### src/rtl/uart_rx_ctrl.sv
// UART receive sequencer: syncs rx_in, validates the start bit, oversamples each bit and strobes the datapath.
// Optional RX_MAJ_VOTE_EN: 2-of-3 majority over edge_cnt M-1..M+1 instead of a single sample at M+1.
module uart_rx_ctrl #(
  parameter int DATA_WIDTH = 4,
  parameter int PRESCALE   = 8,
  parameter int PAR_EN     = 1
) (
  input  logic clk,
  input  logic rst,
  input  logic rx_in,
  input  logic SIPO_DONE,
  output logic sample_out_reg,
  output logic SIPO_EN,
  output logic PAR_CHECK_EN,
  output logic STOP_CHECK_EN,
  output logic RX_CHECK_EN,
  output logic busy,
  output logic start_glitch,
  output logic seq_err
);

  localparam int EW = $clog2(PRESCALE);
  localparam int BW = (DATA_WIDTH > 1) ? $clog2(DATA_WIDTH) : 1;
  localparam int M  = PRESCALE / 2;

  localparam logic [EW-1:0] E_ONE  = EW'(1);
  localparam logic [EW-1:0] E_LAST = EW'(PRESCALE - 1);
  localparam logic [EW-1:0] E_LOAD = EW'(M + 1);
  localparam logic [EW-1:0] E_STRB = EW'(M + 2);
  localparam logic [BW-1:0] B_ONE  = BW'(1);
  localparam logic [BW-1:0] B_LAST = BW'(DATA_WIDTH - 1);

  typedef enum logic [2:0] {
    IDLE   = 3'd0,
    START  = 3'd1,
    DATA   = 3'd2,
    PARITY = 3'd3,
    STOP   = 3'd4,
    CHECK  = 3'd5
  } state_e;

  state_e          state_q, state_d;
  logic [1:0]      sync_q, sync_d;
  logic [EW-1:0]   edge_cnt_q, edge_cnt_d;
  logic [BW-1:0]   bit_cnt_q, bit_cnt_d;
  logic            armed_q, armed_d;
  logic            sample_q, sample_d;
  logic            seq_err_q, seq_err_d;
  logic            rx_s;
  logic            at_strobe;
  logic            at_last;
  logic            bit_value;

  assign rx_s      = sync_q[1];
  assign at_strobe = (edge_cnt_q == E_STRB);
  assign at_last   = (edge_cnt_q == E_LAST);

`ifdef RX_MAJ_VOTE_EN
  localparam logic [EW-1:0] E_VOTE0 = EW'(M - 1);
  localparam logic [EW-1:0] E_VOTE1 = EW'(M);

  logic [1:0] vote_q, vote_d;

  always_comb begin
    vote_d = vote_q;
    if (edge_cnt_q == E_VOTE0) vote_d[0] = rx_s;
    if (edge_cnt_q == E_VOTE1) vote_d[1] = rx_s;
  end

  always_ff @(posedge clk or negedge rst) begin
    if (!rst) vote_q <= 2'b11;
    else      vote_q <= vote_d;
  end

  // Third vote is the live rx_s at the load edge.
  assign bit_value = (vote_q[0] & vote_q[1]) | (vote_q[0] & rx_s) | (vote_q[1] & rx_s);
`else
  assign bit_value = rx_s;
`endif

  always_ff @(posedge clk or negedge rst) begin
    if (!rst) begin
      state_q    <= IDLE;
      sync_q     <= 2'b11;
      edge_cnt_q <= '0;
      bit_cnt_q  <= '0;
      armed_q    <= 1'b0;
      sample_q   <= 1'b1;
      seq_err_q  <= 1'b0;
    end else begin
      state_q    <= state_d;
      sync_q     <= sync_d;
      edge_cnt_q <= edge_cnt_d;
      bit_cnt_q  <= bit_cnt_d;
      armed_q    <= armed_d;
      sample_q   <= sample_d;
      seq_err_q  <= seq_err_d;
    end
  end

  always_comb begin
    state_d = state_q;
    case (state_q)
      IDLE:   if (armed_q && !rx_s) state_d = START;
      START: begin
        if (at_strobe && sample_q) state_d = IDLE;
        else if (at_last)          state_d = DATA;
      end
      DATA:   if (at_last && bit_cnt_q == B_LAST) state_d = (PAR_EN != 0) ? PARITY : STOP;
      PARITY: if (at_last) state_d = STOP;
      // The tail of the stop bit is not waited for, so IDLE can re-arm early.
      STOP:   if (at_strobe) state_d = CHECK;
      CHECK:  state_d = IDLE;
      default: state_d = IDLE;
    endcase
  end

  always_comb begin
    sync_d = {sync_q[0], rx_in};

    if (state_q == IDLE || state_d == IDLE || at_last) edge_cnt_d = '0;
    else                                              edge_cnt_d = edge_cnt_q + E_ONE;

    bit_cnt_d = bit_cnt_q;
    if (state_q != DATA)                     bit_cnt_d = '0;
    else if (at_last && bit_cnt_q != B_LAST) bit_cnt_d = bit_cnt_q + B_ONE;

    armed_d = armed_q;
    if (state_q == IDLE && rx_s) armed_d = 1'b1;
    if (state_q == CHECK)        armed_d = 1'b0;

    sample_d = sample_q;
    if (state_q != IDLE && edge_cnt_q == E_LOAD) sample_d = bit_value;

    seq_err_d = (state_q == DATA) && at_last && (bit_cnt_q == B_LAST) && !SIPO_DONE;
  end

  always_comb begin
    SIPO_EN       = (state_q == DATA)   && at_strobe;
    PAR_CHECK_EN  = (state_q == PARITY) && at_strobe;
    STOP_CHECK_EN = (state_q == STOP)   && at_strobe;
    RX_CHECK_EN   = (state_q == CHECK);
    start_glitch  = (state_q == START)  && at_strobe && sample_q;
    busy          = (state_q != IDLE);
  end

  assign sample_out_reg = sample_q;
  assign seq_err        = seq_err_q;

endmodule

### config.mk
export PLATFORM = sky130hd
export DESIGN_NAME = uart_rx_ctrl
export DESIGN_NICKNAME = d
export VERILOG_FILES = /design/src/rtl/uart_rx_ctrl.sv
export SDC_FILE = /design/constraint.sdc
export NUM_CORES = 1
export LEC_CHECK = 0
export ABC_AREA = 1
export CORE_MARGIN = 2
export CORE_UTILIZATION = 53
export CTS_CLUSTER_SIZE = 25
export DETAILED_ROUTE_END_ITERATION = 8
export PLACE_DENSITY = 0.89
export SETUP_SLACK_MARGIN = 0.05
export SYNTH_ARGS = -nofsm -noshare
export SYNTH_HDL_FRONTEND = slang
export SYNTH_SLANG_ARGS = --single-unit
### constraint.sdc
create_clock -name clk -period 3.6 [get_ports clk]
set_clock_uncertainty 0.15 [all_clocks]
set_input_delay 0.54 -clock clk [delete_from_list [all_inputs] [get_ports clk]]
set_output_delay 0.54 -clock clk [all_outputs]
set_load 0.1 [all_outputs]
# Word-level counts from Yosys, hierarchy flattened

Cells that the tools add are included.

Add/sub/neg operators: 2
Eq/ne operators: 11
Mux-type cells: 12
Reduce and logical (&&, ||, !) cells: 23

Operators by type and width:

| cell                                          | number |
|---|---|
| 2-to-1 mux 3 bit                              | 7 |
| == test 3 bit, second input constant          | 5 |
| case mux 3 bit (5 select lines)               | 1 |
| logical AND 1 bit                             | 14 |
| == test 3 x 2 -> 1 bit, second input constant | 2 |
| zero test 3 bit                               | 2 |
| 2-to-1 mux 2 bit                              | 2 |
| nonzero test 2 bit                            | 2 |
| adder 3 x 1 -> 3 bit, second input constant   | 1 |
| == test 3 x 1 -> 1 bit, second input constant | 1 |
| != test 3 x 2 -> 1 bit, second input constant | 1 |
| nonzero test 3 bit                            | 1 |
| adder 2 x 1 -> 2 bit, second input constant   | 1 |
| == test 2 bit, second input constant          | 1 |
| zero test 1 bit                               | 2 |
| logical OR 1 bit                              | 2 |
| 2-to-1 mux 1 bit                              | 2 |
| != test 2 bit, second input constant          | 1 |

Register bits after elaboration: 13
Input bits: 4
Output and inout bits: 8

# Depth between registers and ports, before layout

Gate-level depths: netlist of the first run.

Depth after elaboration: 8
Depth in mapped cells: 10

# Least setup slack after synthesis of the first run

OpenSTA, ideal clock, no wires.

Kind: reg-to-output
From: register sample_q, in the netlist sample_out_reg
To: output start_glitch
Arrival time: 2.329 ns
Path slack: 0.581 ns
Cell stages (with the launch flop): 3
Path buffers: 0
Cells stage by stage: dfstp_2 > nand3_1 > nor2_1

Cells in the longest elaborated chain, start to end: 1

Ends and longest elaborated chain:

| element                | RTL line | RTL |
|---|---|---|
| from (decl)            | 47       | `logic sample_q, sample_d;` |
| from (signal assigned) | 96       | `sample_q <= sample_d;` |
| logical AND 1 bit      | 143      | `start_glitch = (state_q == START) && at_strobe && sample_q;` |
| to (decl)              | 18       | `output logic start_glitch,` |

No other way between the ends.

# Worst setup path in the final report of the first run

From: register sample_q, in the netlist sample_out_reg
To: output sample_out_reg

RTL lines:

| element   | RTL line | RTL |
|---|---|---|
| to (decl) | 12       | `output logic sample_out_reg,` |

No word-level cell between the ends.

==> results of run 1 <==
-- per-stage QoR --
stage / setup WS [ns] / hold WS (ns) / util [%]
after floorplan: 0.581 / 0.0944 / -
after detailed placement: 1.26 / 0.209 / 69.2
after CTS: 0.952 / 0.213 / 71.4
final: 0.962 / 0.213 / 71.4
after global routing: 0.933 / 0.226 / 71.4
after global placement: 1.27 / 0.196 / 69.2
-- area by class of cell --
type                    instances  share of cell area (%)
repair buffers                 11                    11.5
flip-flops and latches         13                    39.8
clock buffers                   4                    3.18
inverters                      12                    5.45
multi-input cells              57                    37.9
well taps                      14                    2.12
-- worst min-delay path by stage --
stage / start / to / slack [ns] / cells after the start
global placement: sync_q[0]$_DFF_PN1_ / sync_q[1]$_DFF_PN1_ / 0.20 / 0
floorplan: rst / armed_q$_DFFE_PN0P_ / 0.09 / 0
CTS: sync_q[0]$_DFF_PN1_ / sync_q[1]$_DFF_PN1_ / 0.21 / 0
finish: sync_q[0]$_DFF_PN1_ / sync_q[1]$_DFF_PN1_ / 0.21 / 0
global route: sync_q[0]$_DFF_PN1_ / sync_q[1]$_DFF_PN1_ / 0.23 / 0
detailed placement: sync_q[0]$_DFF_PN1_ / sync_q[1]$_DFF_PN1_ / 0.21 / 0
-- cell usage after synthesis (all sizes together) --
cell type   n  area share, %
nor2       19             13
nand2      15            9.7
inv        12            6.6
dfrtp      10             36
nand3       7            5.1
o21ai       6            4.9
ha          5            9.1
a21oi       3            2.2
dfstp       3             11
nand4       1           0.91
o21a        1            1.1
-- cells by family after synthesis --
family	count (synthesis)	share of synthesized area [%]
DFF	13	47.9
buffers and inverters	12	6.56
and+or+nand+nor	42	28.2
adders and majority gates	5	9.11
AOI/OAI and AO/OA	10	8.20
-- layer usage --
| layer | part of all wire, % | GRT usage [%] |
|---|---|---|
| met5 | 0 | 0 |
| met4 | 3.0 | 12.9 |
| met3 | 3.8 | 5.00 |
| met2 | 49 | 33.5 |
| met1 | 44 | 22.6 |
-- report_power, final --
part / internal (W) / leakage [nW] / switching [W]
Combinational: 0.0000443 / 0.253 / 0.000109
Sequential: 0.000161 / 0.163 / 0.0000178
Clock: 0.0000430 / 0.0150 / 0.0000450
-- placed cells by master, fill, tap and decap left out, types with 2 or more instances in the layout --
cell | netlist | final
sky130_fd_sc_hd__nor2_1 | 15 | 15
sky130_fd_sc_hd__nand2_1 | 13 | 13
sky130_fd_sc_hd__inv_1 | 10 | 10
sky130_fd_sc_hd__dfrtp_1 | 10 | 10
sky130_fd_sc_hd__nand3_1 | 7 | 7
sky130_fd_sc_hd__buf_4 | 0 | 6
sky130_fd_sc_hd__ha_1 | 5 | 5
sky130_fd_sc_hd__clkdlybuf4s50_1 | 0 | 5
sky130_fd_sc_hd__o21ai_0 | 4 | 4
sky130_fd_sc_hd__nor2_2 | 3 | 3
sky130_fd_sc_hd__a21oi_1 | 3 | 3
sky130_fd_sc_hd__clkbuf_4 | 0 | 3
sky130_fd_sc_hd__dfstp_2 | 3 | 3
sky130_fd_sc_hd__inv_2 | 2 | 2
==> parameters.txt, run 1 <==
Parameter                              Value

CTS
  Sink count of the clock tree    13
  Root buffer cell    sky130_fd_sc_hd__clkbuf_4
  H-tree levels    1
  Number of post-CTS setup repair buffers    0
  Buffer levels on the longest clock path    2
  Number of buffers created by CTS    3
  Clk_lat worst skew    0.27 ns
  Quantity of hold-fixing buffers added after cts    0
  Clk slew on worst S/H paths    0.07 ns
  Number of gates resized after cts    0
  TritonCTS clock tree    built

Setup path
  Maximum net fanout on the critical path    3
  Highest cell delay on the worst timing path    1.13 ns
  WP data arrival    1.95 ns
  Reg-to-reg slack, setup    1.79 ns
  Destination of the worst register-to-register timing path    edge_cnt_q[0]$_DFF_PN0_
  Count of cells along the worst register-to-register path    10
  Crit. End Element    output port
  Required time reported for the critical path endpoint    2.91 ns
  Crit path kind    register to output port
  CP Launch Point    sample_out_reg$_DFFE_PN1P_
  Buf/Inv on CP    1
  Startpoint class of the critical path    register
  Critical Path End    sample_out_reg
  Reg2reg start    edge_cnt_q[0]$_DFF_PN0_
  Cell chain of the critical path    clkdlybuf4s50_1
  Cell with the biggest individual delay on the critical path    sky130_fd_sc_hd__clkdlybuf4s50_1
  Cell family with the largest share of critical-path delay    buffers and inverters
  Levels on crit path    1

GRT
  Wire length of the first global-routing pass    1990 microns
  Number of global-route vias before repair    507
  Initial antenna violation count    0
  GRT Overall Usage    20.1%
  Pin count of the biggest net entering global routing    14
  Total congestion overflow    0

Drt
  Final routed wirelength across all metal layers    1200 microns
  Pre-Repair DR Iteration Count    4
  DR DRC count    0
  Remaining antenna violation count after routing    0
  Via count    558
  Starting DRC count in detailed routing    19
  Average detailed-routed wire length per instance    10.8 microns
  Mean number of vias per cell    5.03

Synth
  Synth warnings    0
  Sequential-to-total area share from yosys stat    47.9%
  Number of synthesized register bits    13
  Net count of the mapped netlist    91
  Number of instances in the synthesized netlist    82
  Mean Syn Cell Area    8.38 sq um
  Netlist area before placement    687 sq um
  Number of unique standard cell types used by synthesis    18

Power
  IR Drop Worst-Case VDD    280 uV
  Total power divided by cell area    509 nW/um^2
  Overall power consumption    0.000420 W
  Leakage    0.432 nW

STA
  Final period util    73.3%
  Transition at the pin with the smallest max-transition slack    0.964 ns
  Setup-violating endpoint count in the final report    0
  TNS Setup    0 ns
  Number of endpoints with negative hold slack in the final report    0
  Peak clock frequency supported by timing    0.379 GHz
  Fin crit period    2.64 ns
  Headroom to the max-slew limit    35.6%
  Max-slew violations    0
  RSZ-0062 raised after global routing    false

Final layout
  Largest registers    edge_cnt_q: 3 flops, state_q: 3 flops
  Nets    107
  Number of inserted filler cells in the final layout    91
  Total area of multi-input combinational cells    313 sq um
  Register area    329 sq um
  Share of post-route cells with drive strength above 1    21.6%
  Diode count    0
  Post-route non-filler standard cell count    111
  Layout Area Growth over Synthesis    20.2%
  Summed area of non-filler cells in the final layout    826 sq um

Job
  Max-capacitance violation count    0

Place
  Buffers added on ports    11
  RePlAce Congestion    0.774
  Cell count after placement    107
  Cell area after placement    800 sq um
  Post-DP HPWL    941 microns

Floorplan
  Starting Density    59.4%
  I/O Pins    12
  Area of the core region    1160 sq um
  Overall die width    40 microns
  Die ar.    1600 sq um
  Number of rows created at floorplan    12
  Die span in y    40 microns

Min path
  Hold crit path type    register to register

Status
  Status    finished clean
No activity file was read; power rests on OpenSTA's default activity.
==> run 2, diff against run 1 <==
--- a/config.mk
+++ b/config.mk
@@ -7,10 +7,10 @@
 export LEC_CHECK = 0
 export ABC_AREA = 1
 export CORE_MARGIN = 2
-export CORE_UTILIZATION = 53
+export CORE_UTILIZATION = 49
 export CTS_CLUSTER_SIZE = 25
 export DETAILED_ROUTE_END_ITERATION = 8
-export PLACE_DENSITY = 0.89
+export PLACE_DENSITY = 0.84
 export SETUP_SLACK_MARGIN = 0.05
 export SYNTH_ARGS = -nofsm -noshare
 export SYNTH_HDL_FRONTEND = slang
==> constraint.sdc (replaced) <==
create_clock -name clk -period 2.68 [get_ports clk]
set_clock_uncertainty 0.15 [all_clocks]
set_input_delay 0.402 -clock clk [delete_from_list [all_inputs] [get_ports clk]]
set_output_delay 0.402 -clock clk [all_outputs]
set_load 0.1 [all_outputs]
==> run 2 against run 1 <==
  * Global-route usage is 3.4 points lower
  * Setup slack worse by 0.38 ns
  * Clock-buffer cell count stayed put
  * Final area is 0.15% lower
  * Critical endpoint is now STOP_CHECK_EN
  * Non-clock buffer count stayed put
  * First-iteration DRC count is 74% lower
  * Die area is 7.3% higher
  * Clock power is 36% higher
==> parameters.txt, run 2 (synthesized netlist as in run 1, its figures left out) <==
Parameter                              Value

CTS
  Number of buffers created by CTS    3
  Number of post-CTS setup repair buffers    0
  Number of gates resized after cts    0
  Clk_lat worst skew    0.27 ns
  Root buffer cell    sky130_fd_sc_hd__clkbuf_4
  Sink count of the clock tree    13
  Buffer levels on the longest clock path    2
  H-tree levels    1
  TritonCTS clock tree    built
  Quantity of hold-fixing buffers added after cts    0
  Clk slew on worst S/H paths    0.08 ns

Floorplan
  Die span in y    41.4 microns
  I/O Pins    12
  Die ar.    1720 sq um
  Number of rows created at floorplan    13
  Area of the core region    1300 sq um
  Starting Density    52.8%
  Overall die width    41.4 microns

Place
  RePlAce Congestion    0.811
  Buffers added on ports    11
  Cell area after placement    798 sq um
  Post-DP HPWL    997 microns

Final layout
  Diode count    0
  Nets    107
  Largest registers    edge_cnt_q: 3 flops, state_q: 3 flops
  Layout Area Growth over Synthesis    20.0%
  Most common cell after layout, fill and taps aside    sky130_fd_sc_hd__nor2_1
  Most frequent cells in the layout    sky130_fd_sc_hd__nor2_1 (14), sky130_fd_sc_hd__nand2_1 (13), sky130_fd_sc_hd__inv_1 (10), sky130_fd_sc_hd__dfrtp_1 (10), sky130_fd_sc_hd__buf_4 (8)
  Number of inserted filler cells in the final layout    115
  Summed area of non-filler cells in the final layout    825 sq um
  Share of post-route cells with drive strength above 1    24.7%

Setup path
  Count of cells along the worst register-to-register path    10
  Destination of the worst register-to-register timing path    edge_cnt_q[2]$_DFF_PN0_
  Crit. End Element    output port
  Required time reported for the critical path endpoint    2.13 ns
  Maximum net fanout on the critical path    4
  Reg2reg start    edge_cnt_q[0]$_DFF_PN0_
  Crit path kind    register to output port
  Startpoint class of the critical path    register
  Reg-to-reg slack, setup    0.88 ns
  WP data arrival    1.54 ns

Min path
  Launch point of the worst hold path    sync_q[0]$_DFF_PN1_
  Hold crit path type    register to register
  Hold endpoint    sync_q[1]$_DFF_PN1_
  Hold path cells    0

Drt
  Final routed wirelength across all metal layers    1280 microns
  Mean number of vias per cell    4.93
  Via count    552
  Remaining antenna violation count after routing    0
  Starting DRC count in detailed routing    5
  Average detailed-routed wire length per instance    11.4 microns
  Pre-Repair DR Iteration Count    4
  DR DRC count    0

GRT
  Initial antenna violation count    0
  Total congestion overflow    0
  Pin count of the biggest net entering global routing    14
  GRT Overall Usage    16.7%
  Number of global-route vias before repair    547
  Wire length of the first global-routing pass    2290 microns

Status
  Status    finished clean

STA
  Setup-violating endpoint count in the final report    0
  Peak clock frequency supported by timing    0.477 GHz
  Headroom to the max-slew limit    61.2%
  Final period util    78.2%
  Transition at the pin with the smallest max-transition slack    0.580 ns
  Max-slew violations    0
  TNS Setup    0 ns
  RSZ-0062 raised after global routing    false
  Worst hold slack across all endpoints    0.208 ns
  Number of endpoints with negative hold slack in the final report    0
  Fin crit period    2.10 ns

Power
  Total net switching power    0.000233 W
  Cell Int Power    0.000332 W
  Reg power frac    42.9%
  Switching part of the total power    41.3%
  Total power divided by cell area    686 nW/um^2
  Share of total power in the clock network    21.2%
  Overall power consumption    0.000565 W
  IR Drop Worst-Case VDD    305 uV
  Leakage    0.435 nW
  Combinational Power Share    35.9%

Job
  Max-capacitance violation count    0
[run 2: cell count changes in the layout (fill, tap and decap cells not counted)]
cell | before | now
sky130_fd_sc_hd__nor2_2 | 3 | 4
sky130_fd_sc_hd__buf_4 | 6 | 8
sky130_fd_sc_hd__clkdlybuf4s50_1 | 5 | 3
sky130_fd_sc_hd__nor2_1 | 15 | 14
[run 2: critical path: stages, from the launching register on]
cell and delay, ns:
sky130_fd_sc_hd__dfrtp_1 0.42, sky130_fd_sc_hd__inv_1 0.08, sky130_fd_sc_hd__ha_1 0.16, sky130_fd_sc_hd__nand2_1 0.10, sky130_fd_sc_hd__inv_1 0.07, sky130_fd_sc_hd__nand3_1 0.10
sky130_fd_sc_hd__inv_1 0.07, sky130_fd_sc_hd__buf_4 0.28
[run 2: power groups by stage]
| stage | Combinational (W) | Clock (W) | Sequential (W) |
|---|---|---|---|
| detailed placement | 0.000204 | 0 | 0.000246 |
| global placement | 0.000201 | 0 | 0.000243 |
| CTS | 0.000204 | 0.000124 | 0.000242 |
| floorplan | 0.000165 | 0 | 0.000241 |
| finish | 0.000203 | 0.000120 | 0.000243 |
| global route | 0.000223 | 0.000135 | 0.000244 |
[run 2: per-layer routing]
layer / routed length (microns) / GRT usage [%]
met5: 0 / 0
met4: 0 / 2.58
met3: 50 / 5.22
met2: 624 / 27.5
met1: 600 / 21.8
[run 2: per-stage QoR]
step / util [%] / instances / worst slack (ns)
global placement: 61.3 / 108 / 0.904
detailed placement: 61.3 / 108 / 0.891
CTS: 63.4 / 112 / 0.590
floorplan: - / 82 / 0.187
global route: 63.4 / 112 / 0.496
finish: 63.4 / 112 / 0.583
[run 2: final cells by class]
class / count / area (sq um) / area share, %
timing repair buffer: 11 / 90.1 / 10.9
multi-input combinational: 57 / 315 / 38.2
clock buffer: 4 / 26.3 / 3.19
tap: 15 / 18.8 / 2.28
sequential: 13 / 329 / 39.9
inverter: 12 / 45.0 / 5.46
[run 2: worst max-delay path by stage]
stage / endpoint / slack [ns] / start / depth (start not counted)
2_1_floorplan: PAR_CHECK_EN / 0.19 / edge_cnt_q[0]$_DFF_PN0_ / 4
3_3_place_gp: edge_cnt_q[1]$_DFF_PN0_ / 0.90 / edge_cnt_q[0]$_DFF_PN0_ / 10
3_5_place_dp: edge_cnt_q[2]$_DFF_PN0_ / 0.89 / edge_cnt_q[0]$_DFF_PN0_ / 10
4_1_cts: STOP_CHECK_EN / 0.59 / edge_cnt_q[0]$_DFF_PN0_ / 7
5_1_grt: STOP_CHECK_EN / 0.50 / edge_cnt_q[0]$_DFF_PN0_ / 7
6_report: STOP_CHECK_EN / 0.58 / edge_cnt_q[0]$_DFF_PN0_ / 7
